<file path="src/rtl/riscv_ctrl_pkg.sv">
// riscv_ctrl_pkg
// Shared definitions for the RV32I decode stage: opcode constants, ALU
// operation codes, immediate/write-back selectors, the registered control
// bundle and the decode-stage FSM states.
// Optional feature macro: RISCV_DECODE_MULDIV_EN (adds M-extension ALU codes).
package riscv_ctrl_pkg;

    localparam logic [6:0] OP_LUI    = 7'b0110111;
    localparam logic [6:0] OP_AUIPC  = 7'b0010111;
    localparam logic [6:0] OP_JAL    = 7'b1101111;
    localparam logic [6:0] OP_JALR   = 7'b1100111;
    localparam logic [6:0] OP_BRANCH = 7'b1100011;
    localparam logic [6:0] OP_LOAD   = 7'b0000011;
    localparam logic [6:0] OP_STORE  = 7'b0100011;
    localparam logic [6:0] OP_IMM    = 7'b0010011;
    localparam logic [6:0] OP_REG    = 7'b0110011;
    localparam logic [6:0] OP_FENCE  = 7'b0001111;

    localparam logic [6:0] F7_BASE   = 7'b0000000;
    localparam logic [6:0] F7_ALT    = 7'b0100000;
    localparam logic [6:0] F7_MULDIV = 7'b0000001;

    typedef enum logic [3:0] {
        ALU_ADD    = 4'b0000,
        ALU_AND    = 4'b0001,
        ALU_SLT    = 4'b0010,
        ALU_SUB    = 4'b0011,
        ALU_SLL    = 4'b0100,
        ALU_XOR    = 4'b0101,
        ALU_SLTU   = 4'b0110,
        ALU_SRL    = 4'b0111,
        ALU_OR     = 4'b1000,
        ALU_SRA    = 4'b1001,
        ALU_PASSB  = 4'b1010,
        ALU_MUL    = 4'b1011,
        ALU_MULH   = 4'b1100,
        ALU_MULHSU = 4'b1101,
        ALU_DIVU   = 4'b1110,
        ALU_REMU   = 4'b1111
    } alu_op_e;

    typedef enum logic [2:0] {
        IMM_I = 3'd0,
        IMM_S = 3'd1,
        IMM_B = 3'd2,
        IMM_J = 3'd3,
        IMM_U = 3'd4
    } imm_sel_e;

    typedef enum logic [1:0] {
        WB_MEM = 2'd0,
        WB_ALU = 2'd1,
        WB_PC4 = 2'd2
    } wb_sel_e;

    typedef enum logic {
        ST_RUN   = 1'b0,
        ST_STALL = 1'b1
    } stage_state_e;

    typedef struct packed {
        imm_sel_e    imm_sel;
        logic        reg_wen;
        wb_sel_e     wb_sel;
        alu_op_e     alu_sel;
        logic [2:0]  mem_rw;
        logic        mem_unsigned;
        logic        mem_en;
        logic        a_sel;
        logic        b_sel;
        logic        br_un;
        logic        is_branch;
        logic        is_jump;
        logic [2:0]  br_func3;
        logic        illegal;
    } ctrl_t;

    localparam ctrl_t CTRL_NOP = '0;

    // Base integer ALU op for a func3; alt selects SUB/SRA (func7[5]).
    function automatic alu_op_e alu_base(input logic [2:0] f3, input logic alt);
        alu_op_e op;
        case (f3)
            3'b000:  op = alt ? ALU_SUB : ALU_ADD;
            3'b001:  op = ALU_SLL;
            3'b010:  op = ALU_SLT;
            3'b011:  op = ALU_SLTU;
            3'b100:  op = ALU_XOR;
            3'b101:  op = alt ? ALU_SRA : ALU_SRL;
            3'b110:  op = ALU_OR;
            default: op = ALU_AND;
        endcase
        return op;
    endfunction

endpackage

</file>
<file path="src/rtl/riscv_ctrl_decode.sv">
// riscv_ctrl_decode
// Purely combinational RV32I instruction-to-control-bundle decoder.
// Ports:
//   instr_i     in   fetched instruction
//   ctrl_o      out  control bundle (see riscv_ctrl_pkg::ctrl_t)
//   rs1_o/rs2_o/rd_o out raw register fields
//   uses_rs1_o  out  instruction reads rs1
//   uses_rs2_o  out  instruction reads rs2
//   is_load_o   out  instruction is a legal load
// Optional feature macro: RISCV_DECODE_MULDIV_EN. When defined, R-type with
// func7=0000001 decodes MUL, MULH, MULHSU, DIVU, REMU to ALU codes 1011..1111;
// the remaining M encodings (and all of them when undefined) are illegal.
module riscv_ctrl_decode
    import riscv_ctrl_pkg::*;
#(
    parameter int INSTR_W   = 32,
    parameter int RF_ADDR_W = 5
) (
    input  logic [INSTR_W-1:0]   instr_i,
    output ctrl_t                ctrl_o,
    output logic [RF_ADDR_W-1:0] rs1_o,
    output logic [RF_ADDR_W-1:0] rs2_o,
    output logic [RF_ADDR_W-1:0] rd_o,
    output logic                 uses_rs1_o,
    output logic                 uses_rs2_o,
    output logic                 is_load_o
);

    logic [6:0] opcode;
    logic [2:0] f3;
    logic [6:0] f7;
    ctrl_t      c;
    logic       ill;
    logic       u1;
    logic       u2;
    logic       ld;

    assign opcode = instr_i[6:0];
    assign f3     = instr_i[14:12];
    assign f7     = instr_i[31:25];
    assign rd_o   = instr_i[7 +: RF_ADDR_W];
    assign rs1_o  = instr_i[15 +: RF_ADDR_W];
    assign rs2_o  = instr_i[20 +: RF_ADDR_W];

    always_comb begin
        c   = CTRL_NOP;
        ill = 1'b0;
        u1  = 1'b0;
        u2  = 1'b0;
        ld  = 1'b0;
        case (opcode)
            OP_REG: begin
                u1        = 1'b1;
                u2        = 1'b1;
                c.reg_wen = 1'b1;
                c.wb_sel  = WB_ALU;
                if (f7 == F7_BASE) begin
                    c.alu_sel = alu_base(f3, 1'b0);
                end else if (f7 == F7_ALT && (f3 == 3'b000 || f3 == 3'b101)) begin
                    c.alu_sel = alu_base(f3, 1'b1);
`ifdef RISCV_DECODE_MULDIV_EN
                end else if (f7 == F7_MULDIV) begin
                    case (f3)
                        3'b000:  c.alu_sel = ALU_MUL;
                        3'b001:  c.alu_sel = ALU_MULH;
                        3'b010:  c.alu_sel = ALU_MULHSU;
                        3'b101:  c.alu_sel = ALU_DIVU;
                        3'b111:  c.alu_sel = ALU_REMU;
                        default: ill = 1'b1;
                    endcase
`endif
                end else begin
                    ill = 1'b1;
                end
            end
            OP_IMM: begin
                u1        = 1'b1;
                c.reg_wen = 1'b1;
                c.wb_sel  = WB_ALU;
                c.b_sel   = 1'b1;
                c.imm_sel = IMM_I;
                // Shift-immediates carry func7 in the upper immediate bits.
                if (f3 == 3'b001) begin
                    if (f7 == F7_BASE) c.alu_sel = ALU_SLL;
                    else               ill = 1'b1;
                end else if (f3 == 3'b101) begin
                    if (f7 == F7_BASE)     c.alu_sel = ALU_SRL;
                    else if (f7 == F7_ALT) c.alu_sel = ALU_SRA;
                    else                   ill = 1'b1;
                end else begin
                    c.alu_sel = alu_base(f3, 1'b0);
                end
            end
            OP_LOAD: begin
                u1             = 1'b1;
                ld             = 1'b1;
                c.reg_wen      = 1'b1;
                c.wb_sel       = WB_MEM;
                c.mem_en       = 1'b1;
                c.b_sel        = 1'b1;
                c.imm_sel      = IMM_I;
                c.mem_rw       = {1'b0, f3[1:0]};
                c.mem_unsigned = f3[2];
                if (f3 == 3'b011 || f3 == 3'b110 || f3 == 3'b111) ill = 1'b1;
            end
            OP_STORE: begin
                u1        = 1'b1;
                u2        = 1'b1;
                c.mem_en  = 1'b1;
                c.b_sel   = 1'b1;
                c.imm_sel = IMM_S;
                c.mem_rw  = {1'b1, f3[1:0]};
                if (f3[2] || f3 == 3'b011) ill = 1'b1;
            end
            OP_BRANCH: begin
                u1          = 1'b1;
                u2          = 1'b1;
                c.imm_sel   = IMM_B;
                c.a_sel     = 1'b1;
                c.b_sel     = 1'b1;
                c.is_branch = 1'b1;
                c.br_un     = f3[1];
                c.br_func3  = f3;
                if (f3 == 3'b010 || f3 == 3'b011) ill = 1'b1;
            end
            OP_JAL: begin
                c.imm_sel = IMM_J;
                c.a_sel   = 1'b1;
                c.b_sel   = 1'b1;
                c.wb_sel  = WB_PC4;
                c.reg_wen = 1'b1;
                c.is_jump = 1'b1;
            end
            OP_JALR: begin
                u1        = 1'b1;
                c.imm_sel = IMM_I;
                c.b_sel   = 1'b1;
                c.wb_sel  = WB_PC4;
                c.reg_wen = 1'b1;
                c.is_jump = 1'b1;
                if (f3 != 3'b000) ill = 1'b1;
            end
            OP_LUI: begin
                c.imm_sel = IMM_U;
                c.b_sel   = 1'b1;
                c.alu_sel = ALU_PASSB;
                c.wb_sel  = WB_ALU;
                c.reg_wen = 1'b1;
            end
            OP_AUIPC: begin
                c.imm_sel = IMM_U;
                c.a_sel   = 1'b1;
                c.b_sel   = 1'b1;
                c.wb_sel  = WB_ALU;
                c.reg_wen = 1'b1;
            end
            OP_FENCE: begin
                // Single-issue in-order pipe: fence has nothing to order.
            end
            default: ill = 1'b1;
        endcase

        if (rd_o == '0) c.reg_wen = 1'b0;

        // Illegal instructions must have no side effects and no hazard.
        if (ill) begin
            c         = CTRL_NOP;
            c.illegal = 1'b1;
            u1        = 1'b0;
            u2        = 1'b0;
            ld        = 1'b0;
        end
    end

    assign ctrl_o     = c;
    assign uses_rs1_o = u1;
    assign uses_rs2_o = u2;
    assign is_load_o  = ld;

endmodule

</file>
<file path="src/rtl/riscv_decode_stage.sv">
// riscv_decode_stage
// Registered RV32I decode stage between fetch and execute. Holds the decoded
// control bundle with valid/ready handshakes on both sides, stalls on
// load-use hazards and resolves branch redirects from execute flags.
// Ports:
//   clk, rst_n               clock, synchronous active-low reset
//   in_valid/in_ready        fetch handshake, instruction
//   flush                    drop held and incoming instruction
//   out_valid/out_ready      execute handshake
//   BrEq, BrLT               comparator flags for the held instruction
//   BrUn, ImmSel, RegWEn, WBSel, ALUSel, MemRW, mem_unsigned, mem_en,
//   ASel, BSel, rs1, rs2, rd, illegal   held control bundle
//   PCSel                    redirect PC (combinational, gated by out_valid)
// Optional feature macro: RISCV_DECODE_MULDIV_EN (see riscv_ctrl_decode).
//
// state    | meaning
// ST_RUN   | accepting instructions (subject to handshake and hazard)
// ST_STALL | inserting load-use bubbles, in_ready held low
module riscv_decode_stage
    import riscv_ctrl_pkg::*;
#(
    parameter int INSTR_W      = 32,
    parameter int RF_ADDR_W    = 5,
    parameter int LOAD_BUBBLES = 1
) (
    input  logic                 clk,
    input  logic                 rst_n,
    input  logic                 in_valid,
    output logic                 in_ready,
    input  logic [INSTR_W-1:0]   instruction,
    input  logic                 flush,
    output logic                 out_valid,
    input  logic                 out_ready,
    input  logic                 BrEq,
    input  logic                 BrLT,
    output logic                 BrUn,
    output logic [2:0]           ImmSel,
    output logic                 RegWEn,
    output logic [1:0]           WBSel,
    output logic [3:0]           ALUSel,
    output logic [2:0]           MemRW,
    output logic                 mem_unsigned,
    output logic                 mem_en,
    output logic                 ASel,
    output logic                 BSel,
    output logic [RF_ADDR_W-1:0] rs1,
    output logic [RF_ADDR_W-1:0] rs2,
    output logic [RF_ADDR_W-1:0] rd,
    output logic                 PCSel,
    output logic                 illegal
);

    localparam logic [1:0] BUBBLE_INIT = 2'(LOAD_BUBBLES - 1);

    ctrl_t                dec_ctrl;
    logic [RF_ADDR_W-1:0] dec_rs1, dec_rs2, dec_rd;
    logic                 dec_uses_rs1, dec_uses_rs2, dec_is_load;

    riscv_ctrl_decode #(
        .INSTR_W   (INSTR_W),
        .RF_ADDR_W (RF_ADDR_W)
    ) u_decode (
        .instr_i    (instruction),
        .ctrl_o     (dec_ctrl),
        .rs1_o      (dec_rs1),
        .rs2_o      (dec_rs2),
        .rd_o       (dec_rd),
        .uses_rs1_o (dec_uses_rs1),
        .uses_rs2_o (dec_uses_rs2),
        .is_load_o  (dec_is_load)
    );

    stage_state_e         state_q, state_d;
    logic [1:0]           cnt_q, cnt_d;
    logic                 ld_vld_q, ld_vld_d;
    logic [RF_ADDR_W-1:0] ld_rd_q, ld_rd_d;
    logic                 valid_q, valid_d;
    ctrl_t                ctrl_q, ctrl_d;
    logic [RF_ADDR_W-1:0] rs1_q, rs1_d, rs2_q, rs2_d, rd_q, rd_d;

    logic hazard;
    logic in_xfer;
    logic br_taken;

    assign hazard = in_valid && ld_vld_q &&
                    ((dec_uses_rs1 && dec_rs1 == ld_rd_q) ||
                     (dec_uses_rs2 && dec_rs2 == ld_rd_q));

    assign in_ready = !flush && (state_q == ST_RUN) && (!valid_q || out_ready) && !hazard;
    assign in_xfer  = in_valid && in_ready;

    always_comb begin
        state_d  = state_q;
        cnt_d    = cnt_q;
        ld_vld_d = ld_vld_q;
        ld_rd_d  = ld_rd_q;
        valid_d  = valid_q;
        ctrl_d   = ctrl_q;
        rs1_d    = rs1_q;
        rs2_d    = rs2_q;
        rd_d     = rd_q;

        if (flush) begin
            valid_d  = 1'b0;
            state_d  = ST_RUN;
            cnt_d    = 2'd0;
            ld_vld_d = 1'b0;
        end else begin
            if (in_xfer) begin
                valid_d  = 1'b1;
                ctrl_d   = dec_ctrl;
                rs1_d    = dec_rs1;
                rs2_d    = dec_rs2;
                rd_d     = dec_rd;
                ld_vld_d = dec_is_load && (dec_rd != '0);
                ld_rd_d  = dec_rd;
            end else if (!(valid_q && !out_ready)) begin
                valid_d = 1'b0;
            end

            case (state_q)
                ST_RUN: begin
                    if (hazard) begin
                        state_d = ST_STALL;
                        cnt_d   = BUBBLE_INIT;
                    end
                end
                ST_STALL: begin
                    // The hazard cycle itself counts as the first bubble, so
                    // leave as the counter reaches zero rather than after it.
                    if (cnt_q <= 2'd1) begin
                        state_d  = ST_RUN;
                        cnt_d    = 2'd0;
                        ld_vld_d = 1'b0;
                    end else begin
                        cnt_d = cnt_q - 2'd1;
                    end
                end
                default: state_d = ST_RUN;
            endcase
        end
    end

    always_ff @(posedge clk) begin
        if (!rst_n) begin
            state_q  <= ST_RUN;
            cnt_q    <= 2'd0;
            ld_vld_q <= 1'b0;
            ld_rd_q  <= '0;
            valid_q  <= 1'b0;
            ctrl_q   <= CTRL_NOP;
            rs1_q    <= '0;
            rs2_q    <= '0;
            rd_q     <= '0;
        end else begin
            state_q  <= state_d;
            cnt_q    <= cnt_d;
            ld_vld_q <= ld_vld_d;
            ld_rd_q  <= ld_rd_d;
            valid_q  <= valid_d;
            ctrl_q   <= ctrl_d;
            rs1_q    <= rs1_d;
            rs2_q    <= rs2_d;
            rd_q     <= rd_d;
        end
    end

    always_comb begin
        case (ctrl_q.br_func3)
            3'b000:  br_taken = BrEq;
            3'b001:  br_taken = !BrEq;
            3'b100:  br_taken = BrLT;
            3'b101:  br_taken = !BrLT;
            3'b110:  br_taken = BrLT;
            3'b111:  br_taken = !BrLT;
            default: br_taken = 1'b0;
        endcase
    end

    assign PCSel = valid_q && (ctrl_q.is_jump || (ctrl_q.is_branch && br_taken));

    assign out_valid    = valid_q;
    assign BrUn         = ctrl_q.br_un;
    assign ImmSel       = ctrl_q.imm_sel;
    assign RegWEn       = ctrl_q.reg_wen;
    assign WBSel        = ctrl_q.wb_sel;
    assign ALUSel       = ctrl_q.alu_sel;
    assign MemRW        = ctrl_q.mem_rw;
    assign mem_unsigned = ctrl_q.mem_unsigned;
    assign mem_en       = ctrl_q.mem_en;
    assign ASel         = ctrl_q.a_sel;
    assign BSel         = ctrl_q.b_sel;
    assign rs1          = rs1_q;
    assign rs2          = rs2_q;
    assign rd           = rd_q;
    assign illegal      = ctrl_q.illegal;

endmodule

</file>
<file path="config.mk">
export PLATFORM = sky130hd
export DESIGN_NAME = riscv_decode_stage
export DESIGN_NICKNAME = d
export VERILOG_FILES = /design/src/rtl/riscv_ctrl_pkg.sv /design/src/rtl/riscv_ctrl_decode.sv /design/src/rtl/riscv_decode_stage.sv
export SDC_FILE = /design/constraint.sdc
export NUM_CORES = 1
export LEC_CHECK = 0
export BUFFER_PORTS_ARGS = -buffer_cell sky130_fd_sc_hd__buf_2
export CAP_MARGIN = 30
export CORE_MARGIN = 4
export CORE_UTILIZATION = 35
export DETAILED_ROUTE_END_ITERATION = 10
export MAX_ROUTING_LAYER = met4
export SYNTH_ARGS = -nofsm -noshare
export SYNTH_HDL_FRONTEND = slang
export SYNTH_SLANG_ARGS = --single-unit
</file>
<file path="constraint.sdc">
create_clock -name clk -period 7.6 [get_ports clk]
set_clock_uncertainty 0.1 [all_clocks]
set_input_delay 1.52 -clock clk [delete_from_list [all_inputs] [get_ports clk]]
set_output_delay 1.52 -clock clk [all_outputs]
set_load 0.02 [all_outputs]
</file>
Word level (Yosys, flattened, before mapping)
Cells that the tools add are included. Widths: inputs -> output; s select.

Latch bits: 0. Memories: 0. Register bits: 44. Bits of input ports: 39. Output and inout bits: 37. Memory bits (writable): 0. ROM bits: 0.

Eq/ne operators: 27. Bitwise logic cells: 3. Add/sub/neg operators: 1. Mux-type cells: 53. $mul: 0. Div/mod/pow operators: 0. Shift operators: 0. Reductions and logical operators: 46. $lt $le $gt $ge: 1.

Operator list (number): $pmux 4 s7 (2); $mux 1 (30); $eq 7x6->1 const B (4); $eq 3x3->1 const B (8); $mux 24 (1); $mux 4 (6); $eq 7x7->1 const B (3); $pmux 4 s5 (1); $eq 7x5->1 const B (2); $logic_and 1x1->1 (13); $pmux 3 s4 (1); $pmux 4 s3 (1); $reduce_or 2->1 (6); $eq 5x5->1 (2); $pmux 3 s3 (1); $logic_or 1x1->1 (8); $reduce_or 4->1 (2); $reduce_or 8->1 (1); $eq 7x2->1 const B (1); $eq 7x4->1 const B (1); $logic_not 7->1 (1); $pmux 1 s7 (1); $eq 3x1->1 const B (2); $eq 3x2->1 const B (2); other kinds (18) (31).

Logic depth before layout (Yosys ltp)
Depth in word-level cells: 16. Depth in mapped cells: 11. Gate-level depth less buffers: 7.

By module
From an unflattened synthesis, not the netlist that was laid out.

Cell total of the unflattened synthesis: 369. Area, all modules: 2924.1 µm².

By module, submodules not included: riscv_decode_stage (area an instance 2078.2 µm², instances 1, cells each 233); riscv_ctrl_decode (area an instance 845.8 µm², instances 1, cells each 136).

Worst setup path after synthesis
No wires, ideal clock.

Path kind: input to output. Start point: input port instruction[3]. End point: output port in_ready. Path slack: 2.678 ns. Stages on the path: 7. Data required time: 5.980 ns. Buffers on the path: 1. Data arrival time: 3.302 ns. Cell sequence: clkbuf_1 -> nor4bb_1 -> nand3b_1 -> nor2_1 -> a2111o_1 -> o21ai_0 -> nor3_1.

Cells in the longest elaborated chain, start to end: 9. Elaborated cells between the ends (all ways): 24. Classes of those cells: 10 x eq/ne; 5 x mux; 9 x reduce/logical.

Ends and longest elaborated chain: start, declared (RTL line riscv_decode_stage.sv:30) `input logic [INSTR_W-1:0] instruction,`; $eq 7x4->1 (tied with other cells) (RTL line riscv_ctrl_decode.sv:51) `case (opcode)`; $reduce_or 4->1 (no source line) (tied with other cells); $pmux 1 s7 / $mux 1 (equally long branches) (RTL line riscv_ctrl_decode.sv:51); $mux 1 (RTL line riscv_ctrl_decode.sv:166) `if (ill) begin`; $logic_and 1x1->1, on equally long branches (RTL line riscv_decode_stage.sv:86, riscv_decode_stage.sv:87); $logic_or 1x1->1 (*) (RTL line riscv_decode_stage.sv:86) `((dec_uses_rs1 && dec_rs1 == ld_rd_q) ||`; $logic_and 1x1->1 (*) (RTL line riscv_decode_stage.sv:85) `assign hazard = in_valid && ld_vld_q &&`; $logic_not 1->1 (*) (RTL line riscv_decode_stage.sv:89) `assign in_ready = !flush && (state_q == ST_RUN) && (!valid_q || out_ready) && !hazard;`; $logic_and 1x1->1 (*) (RTL line riscv_decode_stage.sv:89); end, declared (RTL line riscv_decode_stage.sv:29) `output logic in_ready,`.

Every way passes the cells marked *; elsewhere a longest branch is shown, timed or not.

Worst setup path in the final report
Start point: input port instruction[26]. End point: output port in_ready.

Cells in the longest elaborated chain, start to end: 12. Elaborated cells between the ends (all ways): 19. Classes of those cells: 1 x eq/ne; 10 x mux; 8 x reduce/logical.

Ends and longest elaborated chain: $eq 7x6->1 (RTL line riscv_ctrl_decode.sv:59, riscv_ctrl_decode.sv:88); $mux 1 (RTL line riscv_ctrl_decode.sv:88) `else if (f7 == F7_ALT) c.alu_sel = ALU_SRA;`; $mux 1 (RTL line riscv_ctrl_decode.sv:87) `if (f7 == F7_BASE) c.alu_sel = ALU_SRL;`; $mux 1 (RTL line riscv_ctrl_decode.sv:86) `end else if (f3 == 3'b101) begin`; $mux 1 (RTL line riscv_ctrl_decode.sv:83) `if (f3 == 3'b001) begin`; $pmux 1 s7 (*) (RTL line riscv_ctrl_decode.sv:51); $mux 1 (RTL line riscv_ctrl_decode.sv:166); $logic_and 1x1->1, on equally long branches (RTL line riscv_decode_stage.sv:86, riscv_decode_stage.sv:87); $logic_or 1x1->1 (*) (RTL line riscv_decode_stage.sv:86); $logic_and 1x1->1 (*) (RTL line riscv_decode_stage.sv:85); $logic_not 1->1 (*) (RTL line riscv_decode_stage.sv:89); $logic_and 1x1->1 (*) (RTL line riscv_decode_stage.sv:89).

Marks and branches as above.

==> impl_metrics.py <==
metrics = {
    "worst_setup_path": {
        "required_ns": 5.98,
        "crit_chain": "buf_2 -> or4_4 -> nor3_4 -> nand2_1 -> a2111o_1 -> o21ai_0 -> nor3_1 -> buf_2",
        "reg2reg_setup_slack_ns": 5.00,
        "r2r_cells": 8,
        "crit_fanout": 6,
        "crit_type": "input pin to output pin",
        "r2r-end": "BSel",
        "cp_top_family": "simple AND/OR/NAND/NOR gates",
        "cp.arrival_ns": 3.70,
        "crit_path_end_kind": "output pin",
        "slowest_delay_ns": 0.55,
        "critPathMostFrequentCell": "buf_2",
        "critPathSlowestCell": "a2111o_1",
        "path_buf_inv": 2,
        "cp-start-kind": "input pin",
        "timing.rr.start": "rd[3]",
    },
    "timing": {
        "fin_tns_setup_ns": 0,
        "finalCriticalPeriod_ns": 5.32,
        "rsz0062_at_grt": "false",
        "fin_ws_ns": 2.28,
        "setup_violations": 0,
        "hold_violations": 0,
        "max_freq_ghz": 0.188,
        "post-route-period-util_pct": 70.1,
        "worst_pin_slew_ns": 0.771,
        "slew-limit-headroom_pct": 47.9,
        "drv_slew": 0,
    },
    "floorplan": {
        "fp.dieW_microns": 89.4,
        "rows": 29,
        "core_sq_um": 6390,
        "dieHeight_microns": 89.4,
        "start_util_pct": 36.3,
        "dieArea_sq_um": 7990,
        "io_pins": 76,
    },
    "min_path": {
        "min_path_cells": 2,
        "hp-class": "register to register",
        "holdPathEnd": "cnt_q[1]",
        "holdCritStartpoint": "cnt_q[1]",
    },
    "yosys": {
        "syn-instance-count": 298,
        "ys.warnings.count": 0,
        "synth_top_area_cell": "dfxtp_1",
        "seq_area_frac_synth_pct": 36.2,
        "synth-main-ff-cell": "dfxtp_1",
        "synth_area_per_cell_sq_um": 7.78,
        "synthesis.nets": 337,
        "synth-seq-cells": 42,
        "ys_types": 54,
        "synth_edf_count": 0,
        "ys_async_sr_fraction_pct": 0,
        "synth.top_cell.area_share_pct": 36.2,
        "yosys-top-cells-area": "dfxtp_1 (36%), o21ai_0 (6.9%), nand3_1 (6.0%)",
        "synth_area_sq_um": 2320,
    },
    "power": {
        "ir_worst_vdd_uv": 88.6,
        "switching_share_pct": 27.8,
        "p_seq_share_pct": 51.0,
        "cellLeakagePower_nw": 1.18,
        "power.density_nw_per_um2": 165,
        "clkPwrFrac_pct": 33.2,
        "internal_power_w": 0.000325,
        "combPwrFrac_pct": 15.9,
        "p_switching_w": 0.000125,
    },
    "detailed_routing": {
        "final_antenna_net_count": 0,
        "totalWireLength_mm": 6.46,
        "via_per_inst": 5.27,
        "drcViolationCount": 0,
        "highest_layer": "met4",
        "drt-met1-wl_mm": 3.09,
        "drtIter0Drc": 121,
        "wl_met2_mm": 3.05,
        "wl_met3_microns": 278,
        "wl_per_cell_microns": 15.2,
        "dr.pass1.iters": 4,
        "vias": 2247,
    },
    "finish": {
        "mostFrequentLayoutCell": "buf_2",
        "final_area_sq_um": 2730,
        "n_fill_cell": 690,
        "multiInputGateArea_sq_um": 1280,
        "n_antenna_cell": 0,
        "drive_gt1_share_pct": 26.6,
        "seq_area_sq_um": 841,
        "fin_nets": 387,
        "mostFrequentLayoutCells": "buf_2 (75), dfxtp_1 (42), nand2_1 (32)",
        "post-route-util_pct": 42.8,
        "fin_cells": 426,
        "area_delta_synth_final_pct": 17.7,
    },
    "placement": {
        "dp_cells": 418,
        "dpl_cell_area_sq_um": 2640,
        "gp_congestion": 0.937,
        "preCtsSetupSlack_ns": 2.31,
        "dp_hpwl_mm": 4.75,
        "port_buffers": 75,
    },
    "clock_tree": {
        "cts.sinks": 42,
        "ctsHoldBuffers": 0,
        "insertion_delay_ns": 0.29,
        "cts_buffers": 5,
        "cts_tree": "built",
        "clk_pin_slew_ns": 0.08,
        "postCtsSetupBuffers": 0,
        "cts_resized": 0,
        "cts_root_buffer": "clkbuf_8",
        "cts.path.max_buffers": 2,
        "cts-htree-levels": 2,
    },
    "global_route": {
        "antenna_found_initial": 0,
        "grt_use_total_pct": 16.6,
        "grt_pass1_vias": 2105,
        "overflow": 0,
        "grt_max_degree": 58,
        "grt_pass1_wl_mm": 10.1,
    },
    "job": {
        "drv_cap": 0,
    },
    "run_status": {
        "status": "finished clean",
    },
}
## worst max-delay path by stage
stage	start	to	slack (ns)	depth (start not counted)
after floorplan	instruction[3]	in_ready	2.68	7
after global placement	instruction[26]	in_ready	2.36	8
after detailed placement	instruction[26]	in_ready	2.31	8
after CTS	instruction[26]	in_ready	2.30	8
after global routing	instruction[26]	in_ready	2.13	8
final	instruction[26]	in_ready	2.28	8
## layout make-up
type                            instances  area share (%)
Clock buffer                            7            3.16
Clock inverter                          1           0.183
Inverter                                7           0.962
Multi-Input combinational cell        215            47.1
Sequential cell                        42            30.8
Tap cell                               77            3.53
Timing Repair Buffer                   77            14.3
## layer usage
metal	vias to the layer above	track usage (%)
met5	-	-
met4	0	4.06
met3	6	2.86
met2	56	24.8
met1	1030	23.3
li1	1155	-
## power by group through the flow
| stage | Combinational [W] | Clock [W] | Sequential, W |
|---|---|---|---|
| 2_1_floorplan | 0.0000398 | 0 | 0.000240 |
| 3_3_place_gp | 0.0000708 | 0 | 0.000235 |
| 3_5_place_dp | 0.0000713 | 0 | 0.000235 |
| 4_1_cts | 0.0000715 | 0.000155 | 0.000230 |
| 5_1_grt | 0.0000789 | 0.000165 | 0.000231 |
| 6_report | 0.0000715 | 0.000149 | 0.000230 |
## stage by stage
step,power (W),hold slack (ns)
5_1_grt,0.000475,0.389
2_1_floorplan,0.000280,0.322
6_report,0.000450,0.351
3_3_place_gp,0.000306,0.340
4_1_cts,0.000456,0.352
3_5_place_dp,0.000306,0.340
## cell families (layout without fill, tap and decap cells)
logic type | count (synthesis) | count (layout) | share of synthesized area, %
AO/OA/AOI/OAI | 72 | 72 | 20.6
XOR/XNOR | 11 | 11 | 4.15
buffers and inverters | 41 | 92 | 8.85
flip-flops | 42 | 42 | 36.2
AND/OR/NAND/NOR | 132 | 132 | 30.2
## Yosys cell counts, types with 2 or more instances
cell type	instances
dfxtp_1	42
nand2_1	32
o21ai_0	32
nand3_1	28
nor2_1	16
clkbuf_1	15
buf_4	12
nor3_1	8
a21oi_1	7
and3_1	7
inv_1	7
nor2b_1	6
xnor2_1	6
buf_2	5
nor4_1	5
or3_1	5
xor2_1	5
nand2b_1	4
a22o_1	3
a31o_2	3
and2_1	3
nand3b_1	3
nor3b_1	3
or4_1	3
a211oi_1	2
a31oi_1	2
buf_1	2
o21a_1	2
o221a_2	2
o22ai_1	2
o2bb2ai_1	2
o31ai_1	2
## worst reg2reg max path, stage by stage, from the launching register on
cell and delay [ns]:
dfxtp_1 0.41, xnor2_1 0.15, nand4_1 0.11, nor4_1 0.34
o211ai_1 0.24, o21ai_4 0.17, buf_4 0.45, and2_0 0.38
a22o_1 0.19
## sequential cells by signal, summed over array words and instances, names as in the netlist, 2 cells and up
register	cells
rs2	5
MemRW	3
ctrl_q	4
cnt_q	2
ImmSel	3
rd	5
rs1	5
ALUSel	4
WBSel	2
(Power assumes the default switching activity.)
